### src/rtl/seg_scan_display.sv
// seg_scan_display: time-multiplexed 7-segment driver with a tear-free double-buffered frame load.
// Parameters: N_DIGITS digits (1..8); SCAN_DIV clk cycles each digit is driven (2..65535).
// Ports:
//   clk        - single clock, rising edge
//   reset      - asynchronous, active-low
//   enable     - 1 = lit, 0 = outputs blanked while scanning keeps running
//   load_valid - new frame offered on load_data (5-bit glyph per digit, digit i at [5i+4:5i])
//   load_ready - shadow buffer free; a frame is accepted when load_valid && load_ready
//   anodes     - active-low digit select, bit i = digit i
//   cathodes   - active-low segments, bit0 = a ... bit6 = g
// Optional macro SEG_DP_EN adds load_dp (per-digit decimal point, loaded with load_data)
// and dp_n (active-low decimal point, registered alongside cathodes).
module seg_scan_display #(
  parameter int N_DIGITS = 4,
  parameter int SCAN_DIV = 2500
) (
  input  logic                  clk,
  input  logic                  reset,
  input  logic                  enable,
  input  logic                  load_valid,
  input  logic [5*N_DIGITS-1:0] load_data,
`ifdef SEG_DP_EN
  input  logic [N_DIGITS-1:0]   load_dp,
  output logic                  dp_n,
`endif
  output logic                  load_ready,
  output logic [N_DIGITS-1:0]   anodes,
  output logic [6:0]            cathodes
);
  localparam int IW = N_DIGITS > 1 ? $clog2(N_DIGITS) : 1;
  logic [15:0] cnt_q, cnt_d;
  logic [IW-1:0] idx_q, idx_d;
  logic pend_q, pend_d;
  logic [5*N_DIGITS-1:0] shd_q, shd_d, act_q, act_d;
  logic [N_DIGITS-1:0] an_q, an_d;
  logic [6:0] ca_q, ca_d;
  logic [4:0] code;
  logic tick, frame, xfer, commit;

  function automatic logic [6:0] decode(input logic [4:0] c);
    case (c)
      5'd0:  return 7'b1000000;
      5'd1:  return 7'b1111001;
      5'd2:  return 7'b0100100;
      5'd3:  return 7'b0110000;
      5'd4:  return 7'b0011001;
      5'd5:  return 7'b0010010;
      5'd6:  return 7'b0000010;
      5'd7:  return 7'b1111000;
      5'd8:  return 7'b0000000;
      5'd9:  return 7'b0010000;
      5'd10: return 7'b0001000;
      5'd11: return 7'b0000011;
      5'd12: return 7'b1000110;
      5'd13: return 7'b0100001;
      5'd14: return 7'b0000110;
      5'd15: return 7'b0001110;
      5'd16: return 7'b0001001;
      5'd17: return 7'b0001000;
      5'd18: return 7'b1000111;
      5'd19: return 7'b0111111;
      default: return 7'b1111111;
    endcase
  endfunction

  assign tick = cnt_q == 16'(SCAN_DIV - 1);
  assign frame = tick && idx_q == IW'(N_DIGITS - 1);
  assign xfer = load_valid && !pend_q;
  // xfer needs pend_q = 0 and commit needs pend_q = 1, so a frame accepted on a
  // boundary cycle can only commit at the following boundary.
  assign commit = frame && pend_q;
  assign load_ready = !pend_q;
  assign anodes = an_q;
  assign cathodes = ca_q;

  // Outputs are loaded on the tick edge from the next index and next active buffer,
  // so a frame committed at the boundary is shown from its first digit onward.
  always_comb begin
    cnt_d = tick ? '0 : cnt_q + 16'd1;
    idx_d = !tick ? idx_q : frame ? '0 : idx_q + IW'(1);
    pend_d = commit ? 1'b0 : xfer ? 1'b1 : pend_q;
    shd_d = xfer ? load_data : shd_q;
    act_d = commit ? shd_q : act_q;
    code = act_d[5*idx_d +: 5];
    an_d = !enable ? '1 : tick ? ~(N_DIGITS'(1) << idx_d) : an_q;
    ca_d = !enable ? '1 : tick ? decode(code) : ca_q;
  end

  always_ff @(posedge clk or negedge reset) begin
    if (!reset) begin
      cnt_q <= '0;
      idx_q <= '0;
      pend_q <= 1'b0;
      shd_q <= '1;
      act_q <= '1;
      an_q <= '1;
      ca_q <= '1;
    end else begin
      cnt_q <= cnt_d;
      idx_q <= idx_d;
      pend_q <= pend_d;
      shd_q <= shd_d;
      act_q <= act_d;
      an_q <= an_d;
      ca_q <= ca_d;
    end
  end

`ifdef SEG_DP_EN
  logic [N_DIGITS-1:0] dsh_q, dsh_d, dact_q, dact_d;
  logic dp_q, dp_d;

  always_comb begin
    dsh_d = xfer ? load_dp : dsh_q;
    dact_d = commit ? dsh_q : dact_q;
    dp_d = !enable ? 1'b1 : tick ? !dact_d[idx_d] : dp_q;
  end

  always_ff @(posedge clk or negedge reset) begin
    if (!reset) begin
      dsh_q <= '0;
      dact_q <= '0;
      dp_q <= 1'b1;
    end else begin
      dsh_q <= dsh_d;
      dact_q <= dact_d;
      dp_q <= dp_d;
    end
  end

  assign dp_n = dp_q;
`endif
endmodule

### config.mk
export PLATFORM = sky130hd
export DESIGN_NAME = seg_scan_display
export DESIGN_NICKNAME = d
export VERILOG_FILES = /design/src/rtl/seg_scan_display.sv
export SDC_FILE = /design/constraint.sdc
export NUM_CORES = 1
export LEC_CHECK = 0
export ABC_AREA = 0
export CAP_MARGIN = 40
export CORE_MARGIN = 5
export CORE_UTILIZATION = 64
export CTS_BUF_LIST = sky130_fd_sc_hd__clkbuf_2
export CTS_CLUSTER_DIAMETER = 100
export DETAILED_ROUTE_END_ITERATION = 6
export GPL_ROUTABILITY_DRIVEN = 0
export PLACE_DENSITY = 0.88
export SLEW_MARGIN = 40
export SYNTH_ARGS = -nofsm -noshare
export SYNTH_HDL_FRONTEND = slang
export SYNTH_SLANG_ARGS = --single-unit
### constraint.sdc
create_clock -name clk -period 8.2 [get_ports clk]
set_input_delay 0.82 -clock clk [delete_from_list [all_inputs] [get_ports clk]]
set_output_delay 0.82 -clock clk [all_outputs]
set_load 0.05 [all_outputs]
==> flow_summary_export.csv <==
group,metric,value,unit
finish,drive_above_1_share,30.6,%
yosys,avgSynthCellArea,11.0,sq um
grt,antenna_found_initial,0,
floorplan,coreArea,0.00547,sq mm
finish,area_growth,13.1,%
finish,multi_input_area,0.00163,sq mm
clock_tree,cts_setup_buffers,0,
floorplan,chipWidth,85.0,um
yosys,yosys-top-cells-area,"dfstp_2, dfrtp_1, mux2_2",
sta,rsz0062_at_grt,"false",
sta,worst_slew_pin_slew,0.767,ns
yosys,synth_top_area_share,37.2,%
power,leakage,1.74,nW
sta,setup_viol,0,
route,via_count,2565,
worst_setup_path,critPathKind,"reg -> reg",
grt,grt_pass1_wl,12.6,mm
grt,grt_pass1_vias,2640,
yosys,syn_nets,360,
placement,hpwl,4.98,mm
worst_setup_path,slowest_delay,0.60,ns
sta,fin_skew,0.0319,ns
power,ir_drop,0.000129,V
clock_tree,clock_path_buffers,2,
route,ant_nets,0,
grt,grt_usage,21.4,%
yosys,synth_cell_types,58,
sta,period_needed,3.81,ns
worst_setup_path,crit_fanout,16,
yosys,ys_seq_area_share,50.4,%
worst_setup_path,cp-end-kind,"flop",
sta,drv_slew,0,
route,route.detailed.drc,0,
worst_setup_path,crit_path_frequent_cell,"ha_1",
clock_tree,root_buffer,"clkbuf_2",
yosys,synthCells,327,
sta,slew_headroom,47.8,%
finish,mostFrequentLayoutCell,"dfstp_2",
worst_setup_path,path_delay_family,"simple AND/OR/NAND/NOR gates",
clock_tree,cts_buffers,9,
placement,portBuffers,35,
placement,placed_cell_area,0.00394,sq mm
sta,min_period_over_period,46.5,%
hold_path,min_path_type,"in -> async",
finish,final_nets,391,
finish,final_util,74.5,%
clock_tree,h-tree-depth,3,
yosys,netlist_area,0.00360,sq mm
clock_tree,clock_sinks,70,
floorplan,io_pins,36,
yosys,synth-main-ff-cell,"dfstp_2",
finish,stdcell_area,0.00408,sq mm
sta,finalHoldViolCount,0,
finish,seqCellArea,0.00182,sq mm
yosys,synth_area_leader_cell,"dfstp_2",
clock_tree,clock_latency,0.52,ns
route,first_pass_iters,4,
floorplan,die_h,85.0,um
route,via_per_inst,5.90,
yosys,async_flop_share,100,%
worst_setup_path,cp.arrival,4.23,ns
worst_setup_path,worstPathCellList,"ha_1 > nor4b_4 > and4_1 > nand2_1 > mux2_2 > o211ai_1 > and2_4 > inv_1 > ha_1 > mux2_1 > mux2i_1 > a22oi_1",
yosys,yosysWarnings,0,
floorplan,die_area,0.00723,sq mm
outcome,outcome,"completed",
yosys,ys_seq_elements,70,
clock_tree,cts_tree,"done",
floorplan,initial_core_util,65.8,%
clock_tree,cts_resized,0,
finish,antenna_cells,0,
sta,fmax,0.262,GHz
worst_setup_path,slowest_stage,"and4_1",
finish,final_cell_mix,"dfstp_2, nand2_1, clkdlybuf4s50_1, mux2_2, nor2_1",
yosys,synth_edf_count,0,
route,post_drt_wl_per_cell,16.3,um
finish,fillers,387,
worst_setup_path,crit_required,8.62,ns
run,drv_cap,0,
grt,grt-ovfl-total,0,
worst_setup_path,cp-start-kind,"flop",
power,power_density,156,mW/mm^2
clock_tree,cts-hold-fix-buffers,0,
worst_setup_path,path_buf_inv,1,
sta,fin_tns_setup,0,ns
sta,whs,0.362,ns
route,wl,7.09,mm
floorplan,rows,27,
clock_tree,clkSlewWorstSetupHoldPaths,0.19,ns
grt,grt_max_degree,71,
route,drt_iter0_drc,152,
-- layout make-up --
type	count	area share [%]
inverter	10	0.952
multi-input combinational	230	40.0
clock buffer	10	1.23
sequential	70	44.6
tap	72	2.21
timing repair buffer	37	8.93
clock inverter	6	2.09
-- state kept, by name (all words and copies together), names as in the netlist --
| signal | cells |
|---|---|
| act_q | 20 |
| shd_q | 20 |
| cnt_q | 16 |
| cathodes | 7 |
| anodes | 4 |
| idx_q | 2 |
| pend_q | 1 |
-- cell usage after synthesis, types with 3 or more instances --
library cell	instances
dfstp_2	51
nand2_1	42
mux2_2	21
nor2_1	20
dfrtp_1	19
nand3_1	19
o21ai_0	14
xnor2_1	11
ha_1	9
inv_1	8
nand4_1	8
and3_1	6
buf_6	6
mux2i_1	6
o22ai_1	6
a21oi_1	5
a22oi_1	4
buf_2	4
clkbuf_1	4
xor2_1	4
a211oi_1	3
and4_1	3
nand4_2	3
nor3_1	3
o211ai_1	3
or3_1	3
-- metal layers --
metal  GRT usage, %  up-vias  routed length (um)
met3           6.12       14                 348
li1               -     1219                   -
met4           6.33        0                 116
met1           27.6     1260                3080
met2           35.3       72                3550
met5              0        -                   0
-- power breakdown --
part           leakage [nW]  internal [W]  total (W)  switching, W
Sequential            0.777      0.000368   0.000375    0.00000753
Clock                0.0816      0.000102   0.000225      0.000123
Combinational         0.881     0.0000208  0.0000370     0.0000161
Total                  1.74      0.000491   0.000637      0.000146
-- worst register-to-register path, delay by kind of cell, from the launching register on --
| family | cells | cell delay, ns |
|---|---|---|
| adders and majority gates | 2 | 0.50 |
| and+or+nand+nor | 4 | 1.49 |
| muxes | 3 | 0.87 |
| DFF | 1 | 0.44 |
| AOI/OAI and AO/OA | 2 | 0.34 |
| buffers and inverters | 1 | 0.08 |
-- cell families (layout without fill, tap and decap cells) --
| kind of cell | count (synthesis) | in the layout | synth area share (%) |
|---|---|---|---|
| AND/OR/NAND/NOR | 124 | 124 | 19.1 |
| flip-flops | 70 | 70 | 50.4 |
| AO/OA/AOI/OAI | 52 | 52 | 10.1 |
| multiplexers | 30 | 30 | 9.31 |
| buffers and inverters | 27 | 63 | 4.34 |
| XOR/XNOR | 15 | 15 | 3.65 |
| adder cells (fa/ha/maj) | 9 | 9 | 3.13 |
-- worst paths after layout --
kind / from / to / slack, ns / depth (start not counted)
hold reg to reg: shd_q[17]$_DFFE_PN1P_ / act_q[17]$_DFF_PN1_ / 0.47 / 2
setup / recovery: cnt_q[0]$_DFF_PN0_ / cathodes[3]$_DFFE_PN1P_ / 4.39 / 12
setup reg to reg: cnt_q[0]$_DFF_PN0_ / cathodes[3]$_DFFE_PN1P_ / 4.39 / 12
max in group asynchronous: reset / pend_q$_DFFE_PN0P_ / 7.42 / 2
hold / removal: reset / cnt_q[9]$_DFF_PN0_ / 0.36 / 2
min in group clk: shd_q[17]$_DFFE_PN1P_ / act_q[17]$_DFF_PN1_ / 0.47 / 2
-- through the flow --
step                power, W  setup WS, ns  instances
finish              0.000637          4.39        435
global route        0.000662          4.07        435
CTS                 0.000643          4.43        435
detailed placement  0.000418          4.49        419
global placement    0.000416          4.72        419
floorplan           0.000394          5.37        327
Power figures use the tool's default switching activity.
==> RTL edit 1: new RTL, same flow settings <==
Add a define of `SEG_DP_EN`.
--- a/src/rtl/seg_scan_display.sv
+++ b/src/rtl/seg_scan_display.sv
@@ -10,6 +10,8 @@
 //   cathodes   - active-low segments, bit0 = a ... bit6 = g
 // Optional macro SEG_DP_EN adds load_dp (per-digit decimal point, loaded with load_data)
 // and dp_n (active-low decimal point, registered alongside cathodes).
+`define SEG_DP_EN
+
 module seg_scan_display #(
   parameter int N_DIGITS = 4,
   parameter int SCAN_DIV = 2500
Ports: changed (added dp_n and load_dp); port bits go from 36 to 41. The function was not compared with the original's and may differ.
==> RTL edit 1 against the unedited design <==
  * Worst setup slack got worse by 0.26 ns
  * Sequential cell count increased by 9
  * Wire length increased by 6.9%
  * Die area increased by 7.5%
  * Fmax decreased by 6.3%
  * Total power increased by 15%
  * Cell area increased by 11%
  * Count of clock-buffer cells in the layout unchanged
  * Synthesized area increased by 8.5%
  * Critical path type unchanged
==> RTL edit 1: results (changes against the unedited design) <==
[metrics] outcome: finished clean (unchanged)
[metrics] share of cell area taken by muxes after synthesis: 18.1% (was 9.31%)
[metrics] area taken by multi-input logic gates: 0.00178 sq mm (was 0.00163 sq mm)
[metrics] Worst Tran Pin Value: 0.657 ns (was 0.767 ns)
[metrics] cell leakage power: 1.95 nW (was 1.74 nW)
[metrics] arrival time of data at the critical path endpoint: 4.52 ns (was 4.23 ns)
[metrics] wire length on met1: 3300 um (was 3080 um)
[metrics] commonest cells in the netlist: 77 x sky130_fd_sc_hd__nand2_1, 52 x sky130_fd_sc_hd__dfstp_2, 31 x sky130_fd_sc_hd__mux2_2 (was 51 x sky130_fd_sc_hd__dfstp_2, 42 x sky130_fd_sc_hd__nand2_1, 21 x sky130_fd_sc_hd__mux2_2)
[metrics] diode count: 0 (unchanged)
[metrics] Crit Path Max Fanout: 23 (was 16)
[metrics] share of the synthesized netlist area taken by xor and xnor gates: 3.13% (was 3.65%)
[metrics] global routing met3 resource utilization: 4.89% (was 6.12%)
[metrics] layout multi-input combinational cell count: 239 (was 230)
[metrics] critical-path cell with the highest stage delay: sky130_fd_sc_hd__and4_2 (was sky130_fd_sc_hd__and4_1)
[metrics] overall global routing resource usage: 21.5% (was 21.4%)
[metrics] number of filler cells placed in the layout: 398 (was 387)
[metrics] worst setup slack for register-to-register paths: 4.13 ns (was 4.39 ns)
[metrics] via count of the first global-routing pass: 2729 (was 2640)
[metrics] detailed-placement wirelength estimate: 5330 um (was 4980 um)
[metrics] input/output buffers: 40 (was 35)
[metrics] global-route track usage on met1: 27.6% (about the same)
[metrics] TritonCTS sink count: 79 (was 70)
[metrics] Worst Skew: 0.0268 ns (was 0.0319 ns)
[metrics] r2r endpoint: cathodes[4] (was cathodes[3])
[metrics] crit-path max cell delay: 0.62 ns (was 0.60 ns)
[metrics] complex-gate fraction of the synthesized area: 4.64% (was 10.1%)
[metrics] Clock transition at path regs: 0.21 ns (was 0.19 ns)
[metrics] net count after synthesis: 378 (was 360)
[metrics] Sequential cell area: 0.00204 sq mm (was 0.00182 sq mm)
[metrics] ratio of routed vias to standard cells: 5.74 (was 5.90)
[metrics] Iter 0 DRT Violations: 167 (was 152)
[metrics] instance area after placement: 0.00434 sq mm (was 0.00394 sq mm)
[metrics] fraction of layout cells with a size suffix above 1: 31.5% (was 30.6%)
[metrics] worst hold slack across all endpoints: 0.254 ns (was 0.362 ns)
[metrics] NonClk Buf Share: 8.92% (was 8.93%)
[metrics] met2 global-route usage: 35.3% (about the same)
[metrics] clock-cell share of area: 3.53% (was 3.32%)
[metrics] P_int: 0.571 mW (was 0.491 mW)
[metrics] first-pass GRT wire length: 12800 um (was 12600 um)
[metrics] Met3 Routed Length: 326 um (was 348 um)
[metrics] Inverters, non-clock: 7 (was 10)
[metrics] Non-clock buffers: 40 (was 37)
==> RTL edit 1: changes by cell type after synthesis, sizes merged, moves of 8 or more <==
cell    before  now
nand2       42   78
nand3       19    7
o21ai       15    3
mux2        22   32
buf         13    4
mux4         0    9
clkbuf       4   12
dfrtp       19   27
==> RTL edit 1: how the worst max path moves through the flow <==
stage / startpoint / end / slack (ns) / cells after the start
after detailed placement: cnt_q[0] / cathodes[4] / 4.21 / 12
final: cnt_q[0] / cathodes[4] / 4.13 / 12
after global routing: cnt_q[0] / cathodes[4] / 3.78 / 12
after floorplan: cnt_q[0] / cathodes[4] / 4.96 / 13
after global placement: cnt_q[0] / cathodes[4] / 4.15 / 12
after CTS: cnt_q[0] / cathodes[4] / 4.14 / 12
==> RTL edit 1: worst max-delay path: cells and delay by family (launching register included) <==
family,cells,cell delay (ns)
buffers and inverters,2,0.27
and+or+nand+nor,3,0.98
AOI/OAI and AO/OA,1,0.34
adders and majority gates,2,0.54
muxes,4,1.43
DFF,1,0.45
==> RTL edit 1: power groups by stage <==
stage          Sequential, mW  Combinational [mW]  Clock [mW]
2_1_floorplan           0.426              0.0169           0
3_3_place_gp            0.430              0.0370           0
3_5_place_dp            0.431              0.0388           0
4_1_cts                 0.426              0.0389       0.271
5_1_grt                 0.428              0.0416       0.288
6_report                0.426              0.0379       0.269
==> RTL edit 1: stage by stage <==
stage                     util, %  setup WS [ns]  power, mW  std cells
after global placement       73.2           4.15      0.467        440
after floorplan                 -           4.96      0.442        341
after CTS                    76.1           4.14      0.736        456
after global routing         76.1           3.78      0.758        456
after detailed placement     73.4           4.21      0.470        440
final                        76.1           4.13      0.733        456
==> RTL edit 2: new RTL, config.mk and constraints unchanged <==
Made on the original files. Register the output `anodes` once more, cleared by the reset; this adds one clock of latency there. The other outputs are not delayed to match.
--- a/src/rtl/seg_scan_display.sv
+++ b/src/rtl/seg_scan_display.sv
@@ -70,7 +70,13 @@
   // boundary cycle can only commit at the following boundary.
   assign commit = frame && pend_q;
   assign load_ready = !pend_q;
-  assign anodes = an_q;
+  always_ff @(posedge clk or negedge reset) begin
+    if (!reset) begin
+      anodes <= '0;
+    end else begin
+      anodes <= an_q;
+    end
+  end
   assign cathodes = ca_q;
 
   // Outputs are loaded on the tick edge from the next index and next active buffer,
Check against the original RTL: not equivalent (Yosys sat finds a counterexample within 4 cycles, from zero or initial values and one cycle with reset low).
==> RTL edit 2 against the unedited design <==
  * First-iteration DRC count shrank 8.6%
  * Cell area up 3.5%
  * Cell count is 3.0% higher
  * Core utilization increased by 0.75 points
  * Combinational power fell by 12%
  * Total power shrank 8.8%
  * Synthesized area up 4.1%
  * Global-route usage is 0.15 points lower
  * Wire length is 2.7% higher
  * Sequential cell count rose by 4
  * Worst setup slack lost 0.38 ns
  * Worst hold slack better by 0.030 ns
==> RTL edit 2: results (changes against the unedited design) <==
[metrics] cell leakage power: 1.81 nW (was 1.74 nW)
[metrics] via count: 2619 (was 2565)
[metrics] mean routed wirelength per cell: 16.3 um (about the same)
[metrics] outcome: finished clean (unchanged)
[metrics] number of gates resized after CTS: 0 (unchanged)
[metrics] synthesized area per cell: 11.1 sq um (was 11.0 sq um)
[metrics] via count of the first global-routing pass: 2656 (was 2640)
[metrics] critical-path cell with the highest stage delay: sky130_fd_sc_hd__dfrtp_1 (was sky130_fd_sc_hd__and4_1)
[metrics] maximum number of pins on one net before global-route repair: 75 (was 71)
[metrics] overall global routing resource usage: 21.3% (was 21.4%)
[metrics] Clk Latency, worst-skew pair: 0.49 ns (was 0.52 ns)
[metrics] crit-path max cell delay: 0.71 ns (was 0.60 ns)
[metrics] sum of routed wire length over all layers: 7290 um (was 7090 um)
[metrics] Worst Skew: 0.0147 ns (was 0.0319 ns)
[metrics] detailed-placement wirelength estimate: 5160 um (was 4980 um)
[metrics] Iter 0 DRT Violations: 139 (was 152)
[metrics] first-pass GRT wire length: 12800 um (was 12600 um)
[metrics] number of filler cells placed in the layout: 397 (was 387)
[metrics] net count of the finished layout: 404 (was 391)
[metrics] arrival time of data at the critical path endpoint: 4.61 ns (was 4.23 ns)
[metrics] net count after synthesis: 371 (was 360)
[metrics] # placed instances: 432 (was 419)
[metrics] Initial DRT Pass Iterations: 5 (was 4)
[metrics] Cell variety after synth: 52 (was 58)
[metrics] most area-consuming cells after synthesis: sky130_fd_sc_hd__dfstp_2 36%, sky130_fd_sc_hd__dfrtp_1 15%, sky130_fd_sc_hd__mux2_2 8.1% (was sky130_fd_sc_hd__dfstp_2 37%, sky130_fd_sc_hd__dfrtp_1 13%, sky130_fd_sc_hd__mux2_2 6.6%)
[metrics] summed area of non-filler cells in the final layout: 0.00422 sq mm (was 0.00408 sq mm)
[metrics] instance area after placement: 0.00414 sq mm (was 0.00394 sq mm)
[metrics] commonest cells in the netlist: 61 x sky130_fd_sc_hd__nand2_1, 51 x sky130_fd_sc_hd__dfstp_2, 27 x sky130_fd_sc_hd__mux2_2 (was 51 x sky130_fd_sc_hd__dfstp_2, 42 x sky130_fd_sc_hd__nand2_1, 21 x sky130_fd_sc_hd__mux2_2)
[metrics] headroom to the max-slew limit: 49.0% (was 47.8%)
[metrics] post-synthesis sequential area ratio: 51.1% (was 50.4%)
[metrics] synth warn: 0 (unchanged)
[metrics] fraction of layout cells with a size suffix above 1: 28.2% (was 30.6%)
[metrics] r2r worst-path depth: 10 (was 12)
[metrics] Max IR drop VDD: 137 uV (was 129 uV)
[metrics] CP top delay family: multiplexers (was simple AND/OR/NAND/NOR gates)
## RTL edit 2: cell types whose count changed after synthesis, moves of 4 or more
cell / unedited run / this run
sky130_fd_sc_hd__nand2_1: 42 / 61
sky130_fd_sc_hd__mux2i_1: 6 / 16
sky130_fd_sc_hd__buf_6: 6 / 0
sky130_fd_sc_hd__mux2_2: 21 / 27
sky130_fd_sc_hd__o2bb2ai_1: 0 / 7
sky130_fd_sc_hd__o21ai_0: 14 / 8
sky130_fd_sc_hd__nand3_1: 19 / 6
sky130_fd_sc_hd__dfrtp_1: 19 / 23
sky130_fd_sc_hd__mux4_2: 0 / 4
sky130_fd_sc_hd__o22ai_1: 6 / 0
## RTL edit 2: cell type report
cell class,instances,area (sq um),area share (%)
clock inverters,6,23.8,0.564
clock buffers,10,50.0,1.19
inverters,10,37.5,0.890
well taps,72,90.1,2.14
repair buffers,37,364,8.63
flip-flops and latches,74,1920,45.4
multi-input cells,239,1740,41.2
## RTL edit 2: power breakdown
part	switching, mW	internal [mW]
Combinational	0.0124	0.0203
Clock	0.117	0.0360
Sequential	0.00870	0.386
## RTL edit 2: worst paths after layout
check / from / endpoint / slack [ns]
min in group clk: an_q[0] / anodes[0] / 0.41
max reg2reg: idx_q[0] / cathodes[5] / 4.01
max: idx_q[0] / cathodes[5] / 4.01
min reg2reg: an_q[0] / anodes[0] / 0.41
min: reset / cnt_q[12] / 0.39
max in group asynchronous: reset / act_q[17] / 7.36
## RTL edit 2: cells by family after synthesis
family                   Yosys count  synth area share, %
buffers and inverters             25                 2.67
AO/OA/AOI/OAI                     42                 7.94
AND/OR/NAND/NOR                  125                 16.7
XOR/XNOR                          15                 3.50
adder cells (fa/ha/maj)            9                 3.00
flip-flops                        74                 51.1
multiplexers                      48                 15.1
## RTL edit 2: per-layer routing
layer  share of wire (%)  vias to the layer above  global-route usage [%]  routed length [um]
li1                    -                     1245                       -                   -
met1                  46                     1301                    28.5                3320
met2                  49                       63                    34.7                3570
met3                 4.0                       10                    3.99                 289
met4                 1.4                        0                    7.79                  99
met5                   0                        -                       0                   0
